==> config.mk <==
export PLATFORM = sky130hd
export DESIGN_NAME = mmio_timer
export DESIGN_NICKNAME = d
export VERILOG_FILES = /design/src/rtl/mmio_timer_pkg.sv /design/src/rtl/mmio_timer_prescaler.sv /design/src/rtl/mmio_timer.sv
export SDC_FILE = /design/constraint.sdc
export NUM_CORES = 1
export LEC_CHECK = 0
export ABC_AREA = 1
export CORE_MARGIN = 4
export CORE_UTILIZATION = 66
export DETAILED_ROUTE_END_ITERATION = 16
export PLACE_DENSITY = 0.87
export SLEW_MARGIN = 20
export SYNTH_ARGS = -nofsm -noshare
export SYNTH_HDL_FRONTEND = slang
export SYNTH_SLANG_ARGS = --single-unit
==> constraint.sdc <==
create_clock -name clk24 -period 3.4 [get_ports clk24]
set_clock_uncertainty 0.1 [all_clocks]
set_input_delay 0.51 -clock clk24 [delete_from_list [all_inputs] [get_ports clk24]]
set_output_delay 0.51 -clock clk24 [all_outputs]
set_load 0.02 [all_outputs]
==> src/rtl/mmio_timer_pkg.sv <==
// Register map offsets, CTRL field positions and decode types shared by the timer and the bus decode.
// Offsets are byte offsets from the window base; all registers are 32-bit words.
package mmio_timer_pkg;

    localparam logic [31:0] OFF_MTIME  = 32'h00;
    localparam logic [31:0] OFF_MTIMEH = 32'h04;
    localparam logic [31:0] OFF_CTRL   = 32'h08;
    localparam logic [31:0] OFF_STATUS = 32'h0C;
    localparam logic [31:0] OFF_CMP0   = 32'h10;
    localparam logic [31:0] CMP_STRIDE = 32'h08;

    localparam int CTRL_EN_BIT       = 0;
    localparam int CTRL_PRESCALE_LSB = 8;
    localparam int CTRL_MASK_LSB     = 16;

    typedef enum logic [2:0] {
        SEL_NONE,
        SEL_MTIME,
        SEL_MTIMEH,
        SEL_CTRL,
        SEL_STATUS,
        SEL_CMP,
        SEL_CMPH
    } reg_sel_e;

    function automatic logic [31:0] byte_merge(input logic [31:0] old_val,
                                               input logic [31:0] new_val,
                                               input logic [3:0]  be);
        logic [31:0] res;
        res = old_val;
        for (int b = 0; b < 4; b++) begin
            if (be[b]) res[8*b +: 8] = new_val[8*b +: 8];
        end
        return res;
    endfunction

endpackage

==> src/rtl/mmio_timer_prescaler.sv <==
// Prescale divider: ticks once every (prescale+1) enabled cycles; tick is combinational from the count.
// No backpressure; clear restarts the period, disable freezes the count.
module mmio_timer_prescaler #(
    parameter int PRESCALE_W = 8
) (
    input  logic                  clk24,
    input  logic                  rst_n,
    input  logic                  i_en,
    input  logic                  i_clear,
    input  logic [PRESCALE_W-1:0] i_prescale,
    output logic                  o_tick
);

    logic [PRESCALE_W-1:0] r_count;

    assign o_tick = i_en && (r_count == i_prescale);

    always_ff @(posedge clk24) begin
        if (!rst_n) begin
            r_count <= '0;
        end else if (i_clear) begin
            r_count <= '0;
        end else if (i_en) begin
            r_count <= o_tick ? '0 : r_count + 1'b1;
        end
    end

endmodule

==> src/rtl/mmio_timer.sv <==
// Memory-mapped 64-bit machine timer with prescaler, NUM_CMP compare channels, irq mask and MTIMEH snapshot.
// Read data one cycle after the address; mtip/irq registered; no backpressure, every access completes.
module mmio_timer
    import mmio_timer_pkg::*;
#(
    parameter logic [31:0] BASE_ADDRESS = 32'h8000_0000,
    parameter int          NUM_CMP      = 2,
    parameter int          PRESCALE_W   = 8
) (
    input  logic               clk24,
    input  logic               rst_n,
    input  logic [31:0]        address,
    input  logic [3:0]         write_sections,
    input  logic [31:0]        write_value,
    input  logic               read_strobe,
    output logic [31:0]        read_value,
    output logic               read_hit,
    output logic [NUM_CMP-1:0] mtip,
    output logic               irq
);

    localparam int          CH_W    = (NUM_CMP > 1) ? $clog2(NUM_CMP) : 1;
    localparam logic [31:0] WIN_END = OFF_CMP0 + CMP_STRIDE * 32'(NUM_CMP);

    logic [63:0]           r_mtime;
    logic [31:0]           r_snap;
    logic                  r_en;
    logic [PRESCALE_W-1:0] r_prescale;
    logic [NUM_CMP-1:0]    r_mask;
    logic [31:0]           r_read_value;
    logic                  r_read_hit;
    logic [NUM_CMP-1:0]    r_mtip;
    logic                  r_irq;

    logic [31:0]           w_word_off;
    logic [31:0]           w_cmp_off;
    logic [CH_W-1:0]       w_ch;
    reg_sel_e              w_sel;
    logic                  w_wr;
    logic                  w_tick;
    logic [31:0]           w_ctrl_rd;
    logic [31:0]           w_ctrl_wr;
    logic [31:0]           w_rd_dat;
    logic [63:0]           w_mtime_nxt;
    logic [63:0]           w_cmp [NUM_CMP];
    logic [NUM_CMP-1:0]    w_hit;
    logic                  w_unused;

    // Subtraction wraps addresses below the base to huge offsets, so one bound check covers both sides.
    assign w_word_off = {address[31:2], 2'b00} - BASE_ADDRESS;
    assign w_cmp_off  = w_word_off - OFF_CMP0;
    assign w_ch       = w_cmp_off[3 +: CH_W];
    assign w_wr       = |write_sections;
    assign w_unused   = &{1'b0, address[1:0], w_cmp_off, w_ctrl_wr};

    always_comb begin
        w_sel = SEL_NONE;
        if (w_word_off < WIN_END) begin
            case (w_word_off)
                OFF_MTIME:  w_sel = SEL_MTIME;
                OFF_MTIMEH: w_sel = SEL_MTIMEH;
                OFF_CTRL:   w_sel = SEL_CTRL;
                OFF_STATUS: w_sel = SEL_STATUS;
                default:    w_sel = w_cmp_off[2] ? SEL_CMPH : SEL_CMP;
            endcase
        end
    end

    always_comb begin
        w_ctrl_rd                                 = '0;
        w_ctrl_rd[CTRL_EN_BIT]                    = r_en;
        w_ctrl_rd[CTRL_PRESCALE_LSB +: PRESCALE_W] = r_prescale;
        w_ctrl_rd[CTRL_MASK_LSB +: NUM_CMP]       = r_mask;
    end

    assign w_ctrl_wr = byte_merge(w_ctrl_rd, write_value, write_sections);

    always_comb begin
        w_rd_dat = '0;
        case (w_sel)
            SEL_MTIME:  w_rd_dat = r_mtime[31:0];
            SEL_MTIMEH: w_rd_dat = r_snap;
            SEL_CTRL:   w_rd_dat = w_ctrl_rd;
            SEL_STATUS: w_rd_dat[NUM_CMP-1:0] = r_mtip;
            SEL_CMP:    w_rd_dat = w_cmp[w_ch][31:0];
            SEL_CMPH:   w_rd_dat = w_cmp[w_ch][63:32];
            default:    w_rd_dat = '0;
        endcase
    end

    // A software write to either half holds the whole counter for that cycle.
    always_comb begin
        w_mtime_nxt = r_mtime;
        if (w_wr && w_sel == SEL_MTIME) begin
            w_mtime_nxt[31:0] = byte_merge(r_mtime[31:0], write_value, write_sections);
        end else if (w_wr && w_sel == SEL_MTIMEH) begin
            w_mtime_nxt[63:32] = byte_merge(r_mtime[63:32], write_value, write_sections);
        end else if (w_tick) begin
            w_mtime_nxt = r_mtime + 64'd1;
        end
    end

    mmio_timer_prescaler #(
        .PRESCALE_W (PRESCALE_W)
    ) u_prescaler (
        .clk24      (clk24),
        .rst_n      (rst_n),
        .i_en       (r_en),
        .i_clear    (w_wr && w_sel == SEL_CTRL),
        .i_prescale (r_prescale),
        .o_tick     (w_tick)
    );

    for (genvar g = 0; g < NUM_CMP; g++) begin : g_cmp
        logic [63:0] r_cmp;
        logic        w_ch_wr;

        assign w_ch_wr  = w_wr && (w_ch == CH_W'(g));
        assign w_cmp[g] = r_cmp;
        assign w_hit[g] = (r_mtime >= r_cmp);

        always_ff @(posedge clk24) begin
            if (!rst_n) begin
                r_cmp <= '1;
            end else if (w_ch_wr && w_sel == SEL_CMP) begin
                r_cmp[31:0] <= byte_merge(r_cmp[31:0], write_value, write_sections);
            end else if (w_ch_wr && w_sel == SEL_CMPH) begin
                r_cmp[63:32] <= byte_merge(r_cmp[63:32], write_value, write_sections);
            end
        end
    end

    always_ff @(posedge clk24) begin
        if (!rst_n) begin
            r_mtime      <= '0;
            r_snap       <= '0;
            r_en         <= 1'b1;
            r_prescale   <= '0;
            r_mask       <= '0;
            r_read_value <= '0;
            r_read_hit   <= 1'b0;
            r_mtip       <= '0;
            r_irq        <= 1'b0;
        end else begin
            r_mtime <= w_mtime_nxt;
            if (read_strobe && w_sel == SEL_MTIME) begin
                r_snap <= r_mtime[63:32];
            end
            if (w_wr && w_sel == SEL_CTRL) begin
                r_en       <= w_ctrl_wr[CTRL_EN_BIT];
                r_prescale <= w_ctrl_wr[CTRL_PRESCALE_LSB +: PRESCALE_W];
                r_mask     <= w_ctrl_wr[CTRL_MASK_LSB +: NUM_CMP];
            end
            r_read_value <= w_rd_dat;
            r_read_hit   <= (w_sel != SEL_NONE);
            r_mtip       <= w_hit;
            r_irq        <= |(r_mtip & r_mask);
        end
    end

    assign read_value = r_read_value;
    assign read_hit   = r_read_hit;
    assign mtip       = r_mtip;
    assign irq        = r_irq;

endmodule

==> qor.yml, run 1 <==
cts:
  postCtsHoldBufs: 0
  cts_tree: "yes"
  clk_pin_slew_ns: 0.06
  cts_max_path_buffers: 3
  cts_buffers: 31
  post_cts_buffers: 0
  clockRootBuffer: "clkbuf_16"
  cts_resized: 0
  clock-sinks: 279
  h-tree-depth: 1
  clock_latency_ns: 0.58
timing:
  finalCriticalPeriod_ns: 2.69
  rsz0062_at_grt: "no"
  finalMaxSlewViolations: 0
  hold_viol_final: 0
  max_freq_mhz: 372
  finalSetupViolCount: 0
  slew-limit-headroom_pct: 41.3
  period_share_pct: 79.0
  finalSetupTns_ns: 0
  tightest_slew_ns: 0.874
grt:
  grt_overflow: 0
  grt_pass1_wl_mm: 103
  grt_max_degree: 93
  antenna_found_initial: 0
  groute.usage.overall_pct: 42.9
  grt_pass1_vias: 19350
worst_setup_path:
  end_kind: "register"
  rr_worst_depth: 12
  path_cells: "ha_1 -> nand2_1 -> nor2_1 -> buf_4 -> nand2_1 -> nor2_1 -> nand2_1 -> xor2_1 -> nand2_1 -> o21ai_1 -> nor2_1 -> nor2_1"
  path_class: "reg2reg"
  regToRegSetupSlack_ns: 0.71
  timing.rr.start: "r_mtime[0]"
  critPathMaxFanout: 9
  crit_required_ns: 3.81
  worstReg2RegEnd: "r_mtime[32]"
  crit_path_top_delay_cell: "dfxtp_1"
  crit_path_start: "r_mtime[0]"
  slowest_delay_ns: 0.60
  crit_path_end: "r_mtime[32]"
  worstPathArrival_ns: 3.10
  cp-start-kind: "register"
run:
  cap_violations: 0
die:
  die_y_um: 173
  initial_core_util_pct: 66.9
  die_w_um: 173
  pin_count: 107
  die_area_um2: 29900
  row_count: 60
  core_um2: 26900
synth:
  synth_edf_count: 0
  yosys.area.top_type: "dfxtp_1"
  avgSynthCellArea_um2: 6.28
  netlist_top_cells_count: "nand2_1, inv_1, nor2_1, nand3_1, dfxtp_1"
  synthFlopType: "dfxtp_1"
  synth_top_cells_by_area: "dfxtp_1, nand2_1, ha_1, nand3_1, inv_1"
  syn-num-nets: 3064
  yosys.area.top_type_share_pct: 31.1
  yosysMostFrequentCell: "nand2_1"
  synthArstFlopShare_pct: 0
  ys_types: 40
  seq_area_frac_synth_pct: 31.1
  synthCells: 2863
  ys_warn_count: 0
  syn_area_um2: 18000
  ys_seq_elements: 279
placement:
  gp_congestion: 1.04
  port_buffers: 104
  dpl.cell_count: 3258
  dp.final_hpwl_mm: 50.1
route:
  ant_nets: 0
  drc_errors: 0
  routed-via-count: 20240
  dr.first_iter.drc_count: 2631
  finalWirelength_mm: 67.1
  firstDrtPassIters: 8
  wire_per_inst_um: 20.2
  viasPerCell: 6.11
run_status:
  status: "finished, final reports clean"
power_and_ir_drop:
  irDropWorstVdd_mv: 0.419
  p_leak_nw: 10.8
  power_density_nw_per_um2: 431
cells_and_area:
  drive_gt1_share_pct: 6.12
  nNetsFinal: 3151
  syn_to_final_growth_pct: 13.4
  final_cells: 3314
  antenna_cells: 0
min_path:
  hold_path_class: "in2reg"
## sequential cells by signal, summed over array words and instances, names as in the netlist
name	count
r_en	1
read_hit	1
mtip	2
read_value	32
u_prescaler.r_count	8
r_mask	2
g_cmp.r_cmp	128
irq	1
r_prescale	8
r_snap	32
r_mtime	64
## worst max-delay path: cells and delay by family (launching register included)
| kind | cells | cell delay (ns) |
|---|---|---|
| fa+ha+maj | 1 | 0.32 |
| flops | 1 | 0.60 |
| compound gates | 1 | 0.09 |
| buf+inv | 1 | 0.20 |
| simple gates | 8 | 1.14 |
| xor+xnor | 1 | 0.18 |
## how the worst min path moves through the flow
stage | start | end | cells past startpoint
after CTS | rst_n | r_mtime[48] | 3
final | rst_n | r_mtime[48] | 3
after global placement | g_cmp[0].r_cmp[45] | g_cmp[0].r_cmp[45] | 2
after floorplan | g_cmp[0].r_cmp[40] | g_cmp[0].r_cmp[40] | 2
after global routing | rst_n | r_mtime[55] | 3
after detailed placement | g_cmp[0].r_cmp[45] | g_cmp[0].r_cmp[45] | 2
## layer usage
metal / vias to the layer above / share of wire [%] / track usage [%]
met2: 1334 / 44 / 68.9
met5: - / 0 / 0
li1: 9382 / - / -
met4: 0 / 6.8 / 25.2
met1: 9210 / 37 / 53.6
met3: 314 / 12 / 8.59
## cells in the final DEF, fill, tap and decap left out, types with 2 or more instances in the layout
| master | instances |
|---|---|
| nor2_2 | 17 |
| clkinvlp_4 | 2 |
| nand2_1 | 862 |
| ha_1 | 130 |
| clkbuf_16 | 31 |
| o21ai_1 | 46 |
| nor4_1 | 6 |
| nor3_1 | 39 |
| xnor2_1 | 2 |
| inv_1 | 328 |
| nor3_2 | 4 |
| nand4_1 | 46 |
| clkdlybuf4s50_1 | 102 |
| nor2_4 | 3 |
| or2_2 | 4 |
| o22ai_1 | 2 |
| o21ai_0 | 178 |
| buf_12 | 6 |
| buf_4 | 37 |
| inv_6 | 2 |
| a21o_1 | 3 |
| inv_2 | 26 |
| nand2_2 | 21 |
| nor2_1 | 302 |
| dfxtp_1 | 279 |
| nand3_1 | 292 |
| clkinv_2 | 4 |
| a21oi_1 | 136 |
| clkbuf_1 | 10 |
| nor2_8 | 4 |
| o211ai_2 | 3 |
| clkbuf_8 | 6 |
| nand3_2 | 6 |
| a211oi_1 | 5 |
| xor2_1 | 18 |
## cell type report
type	count	area, um2
Sequential cell	279	5590
Multi-Input combinational cell	2138	10600
Fill cell	2098	6500
Clock buffer	47	896
Tap cell	341	427
Inverter	354	1330
Clock inverter	9	61.3
Timing Repair Buffer	146	1430
## through the flow
step	setup WS (ns)	instance area (um2)	hold WS [ns]	util [%]	total power [mW]
after global placement	0.325	19400	0.339	72.2	5.43
final	0.713	20400	0.246	75.8	8.78
after detailed placement	0.186	19400	0.345	72.2	5.52
after global routing	0.509	20400	0.229	75.8	9.13
after CTS	0.756	20400	0.223	75.8	8.66
after floorplan	1.25	18000	0.329	-	4.88
## logic make-up (layout without fill, tap and decap cells)
kind of cell,count (synthesis),count (layout),share of synthesized area [%]
compound gates,376,376,10.8
xor+xnor,20,20,0.975
fa+ha+maj,130,130,9.05
buf+inv,446,556,9.77
flops,279,279,31.1
simple gates,1612,1612,38.3
## power by group
part	internal, mW	total (mW)	switching (mW)
sequential	3.46	3.89	0.434
clock	1.81	3.21	1.40
combinational	0.575	1.68	1.10
No activity file was read; power rests on OpenSTA's default activity.
==> inputs of run 2 (changes only) <==
--- a/config.mk
+++ b/config.mk
@@ -7,9 +7,9 @@
 export LEC_CHECK = 0
 export ABC_AREA = 1
 export CORE_MARGIN = 4
-export CORE_UTILIZATION = 66
+export CORE_UTILIZATION = 61
 export DETAILED_ROUTE_END_ITERATION = 16
-export PLACE_DENSITY = 0.87
+export PLACE_DENSITY = 0.81
 export SLEW_MARGIN = 20
 export SYNTH_ARGS = -nofsm -noshare
 export SYNTH_HDL_FRONTEND = slang
==> constraint.sdc (replaced) <==
create_clock -name clk24 -period 2.8 [get_ports clk24]
set_clock_uncertainty 0.1 [all_clocks]
set_input_delay 0.42 -clock clk24 [delete_from_list [all_inputs] [get_ports clk24]]
set_output_delay 0.42 -clock clk24 [all_outputs]
set_load 0.02 [all_outputs]
==> qor.yml, run 2 (same netlist as run 1, synthesis figures left out) <==
worst_setup_path:
  crit_required_ns: 3.11  # -0.70 ns
  worstPathArrival_ns: 3.06  # -0.04 ns
  crit_path_top_delay_cell: "dfxtp_1"
  crit_buf_inv: 1  # unchanged
  path_cells: "inv_1 -> nor3_1 -> nand2_1 -> nor2_1 -> nand2_1 -> nor2_1 -> nand2_1 -> nand2_1 -> nand3_1 -> a21oi_1 -> nor2_1"
  crit_family: "simple AND/OR/NAND/NOR gates"
  slowest_delay_ns: 0.50  # -0.10 ns
  critPathMostFrequentCell: "nand2_1"
  path_class: "reg2reg"
  regToRegSetupSlack_ns: 0.04  # -0.67 ns
  critPathMaxFanout: 6  # -3
  cp-start-kind: "register"
  end_kind: "register"
cts:
  cts_tree: "yes"
  postCtsHoldBufs: 0  # unchanged
  clockRootBuffer: "clkbuf_16"
  clk_pin_slew_ns: 0.07  # about the same
  cts_buffers: 34  # +9.7%
  h-tree-depth: 2  # +1
  clock_latency_ns: 0.52  # -0.06 ns
  cts_resized: 0  # unchanged
  post_cts_buffers: 0  # unchanged
  cts_max_path_buffers: 3  # unchanged
  clock-sinks: 279  # unchanged
cells_and_area:
  antenna_cells: 0  # unchanged
  final_cell_mix: "nand2_1, inv_1, nor2_1"
  syn_to_final_growth_pct: 18.5
  seqCellArea_um2: 5590  # unchanged
  multi_input_area_um2: 10600  # unchanged
  fin_util_pct: 73.8  # -2.0 points
  nNetsFinal: 3227  # +2.4%
  stdcell_area_um2: 21300  # +4.5%
  largest_reg_flops: 128  # unchanged
  fillers: 2268  # +8.1%
  final_cells: 3434  # +3.6%
  final_common_cell: "nand2_1"
  top_register: "g_cmp.r_cmp"
  top_regs: "g_cmp.r_cmp x128, r_mtime x64"
  drive_gt1_share_pct: 8.59  # +2.5 points
min_path:
  hold_path_class: "in2reg"
timing:
  finalMaxSlewViolations: 0  # unchanged
  slew-limit-headroom_pct: 45.3  # +4.0 points
  finalCriticalPeriod_ns: 2.76  # +0.0715 ns
  max_freq_mhz: 363  # -2.6%
  rsz0062_at_grt: "no"
  period_share_pct: 98.5  # +19 points
  tightest_slew_ns: 0.814  # -0.0603 ns
  hold_viol_final: 0  # unchanged
  finalSetupTns_ns: 0  # unchanged
  finalSetupViolCount: 0  # unchanged
power_and_ir_drop:
  sw_frac_of_total_pct: 33.1  # -0.41 points
  pwr-share-comb_pct: 19.7  # +0.6 points
  power_density_nw_per_um2: 530  # +23%
  p_seq_share_pct: 41.3  # -3.0 points
  power.switching_mw: 3.73  # +27%
  irDropWorstVdd_mv: 0.539  # +29%
  clock_power_share_pct: 39.0  # +2.4 points
  p_int_mw: 7.55  # +29%
  p_leak_nw: 11.3  # +4.5%
route:
  wire_per_inst_um: 20.1  # -0.66%
  dr.first_iter.drc_count: 2760  # +4.9%
  ant_nets: 0  # unchanged
  finalWirelength_mm: 69.1  # +2.9%
  viasPerCell: 5.99  # -1.8%
  routed-via-count: 20585  # +1.7%
  firstDrtPassIters: 8  # unchanged
  drc_errors: 0  # unchanged
grt:
  groute.usage.overall_pct: 41.0  # -1.8 points
  grt_pass1_vias: 19514  # +0.85%
  grt_max_degree: 155  # +67%
  grt_overflow: 0  # unchanged
  grt_pass1_wl_mm: 106  # +2.8%
  antenna_found_initial: 0  # unchanged
run_status:
  status: "finished, final reports clean"
run:
  cap_violations: 0  # unchanged
die:
  core_um2: 28900  # +7.4%
  row_count: 62  # +3.3%
  die_area_um2: 32300  # +7.8%
  die_y_um: 180  # +3.8%
  die_w_um: 180  # +3.8%
  initial_core_util_pct: 62.3  # -4.6 points
  pin_count: 107  # unchanged
placement:
  port_buffers: 104  # unchanged
  place_area_um2: 20200  # +4.1%
  dp.final_hpwl_mm: 52.5  # +4.7%
  gp_congestion: 1.07  # +2.8%
  dpl.cell_count: 3374  # +3.6%
-- run 2: metal layers --
metal | vias up | track usage [%] | share of wire (%)
met5 | - | 0 | 0
met4 | 0 | 21.5 | 6.7
met3 | 348 | 7.70 | 12
met2 | 1380 | 65.5 | 44
met1 | 9319 | 53.0 | 38
li1 | 9538 | - | -
-- run 2: final cells by class --
class / count / area share [%]
inverter: 354 / 6.24
multi-input combinational: 2138 / 50.0
clock inverter: 15 / 0.682
clock buffer: 45 / 4.43
sequential: 279 / 26.2
tap: 384 / 2.26
timing repair buffer: 219 / 10.2
-- run 2: tightest hold or removal path: cells and delay by family --
kind                   cells  cell delay (ns)
buffers and inverters      2             0.17
and+or+nand+nor            1             0.07
-- run 2: path summary, 6_finish.rpt --
check                     startpoint                  to  cells after the start
setup / recovery         r_mtime[11]         r_mtime[47]                     11
hold / removal                 rst_n             mtip[1]                      3
setup reg to reg         r_mtime[11]         r_mtime[47]                     11
hold reg to reg   g_cmp[0].r_cmp[51]  g_cmp[0].r_cmp[51]                      2
-- run 2: power by group through the flow --
stage	sequential (mW)	combinational, mW	clock (mW)
6_report	4.66	2.22	4.40
3_3_place_gp	4.70	2.01	0
2_1_floorplan	4.55	1.39	0
3_5_place_dp	4.71	2.12	0
5_1_grt	4.67	2.46	4.54
4_1_cts	4.62	2.15	4.38
-- run 2: through the flow --
step	power [mW]	worst slack (ns)	hold WS (ns)
detailed placement	6.83	-0.113	0.345
CTS	11.2	0.254	0.0829
floorplan	5.93	0.687	0.329
global placement	6.71	-0.00861	0.338
finish	11.3	0.0420	0.0935
global route	11.7	0.0198	0.106
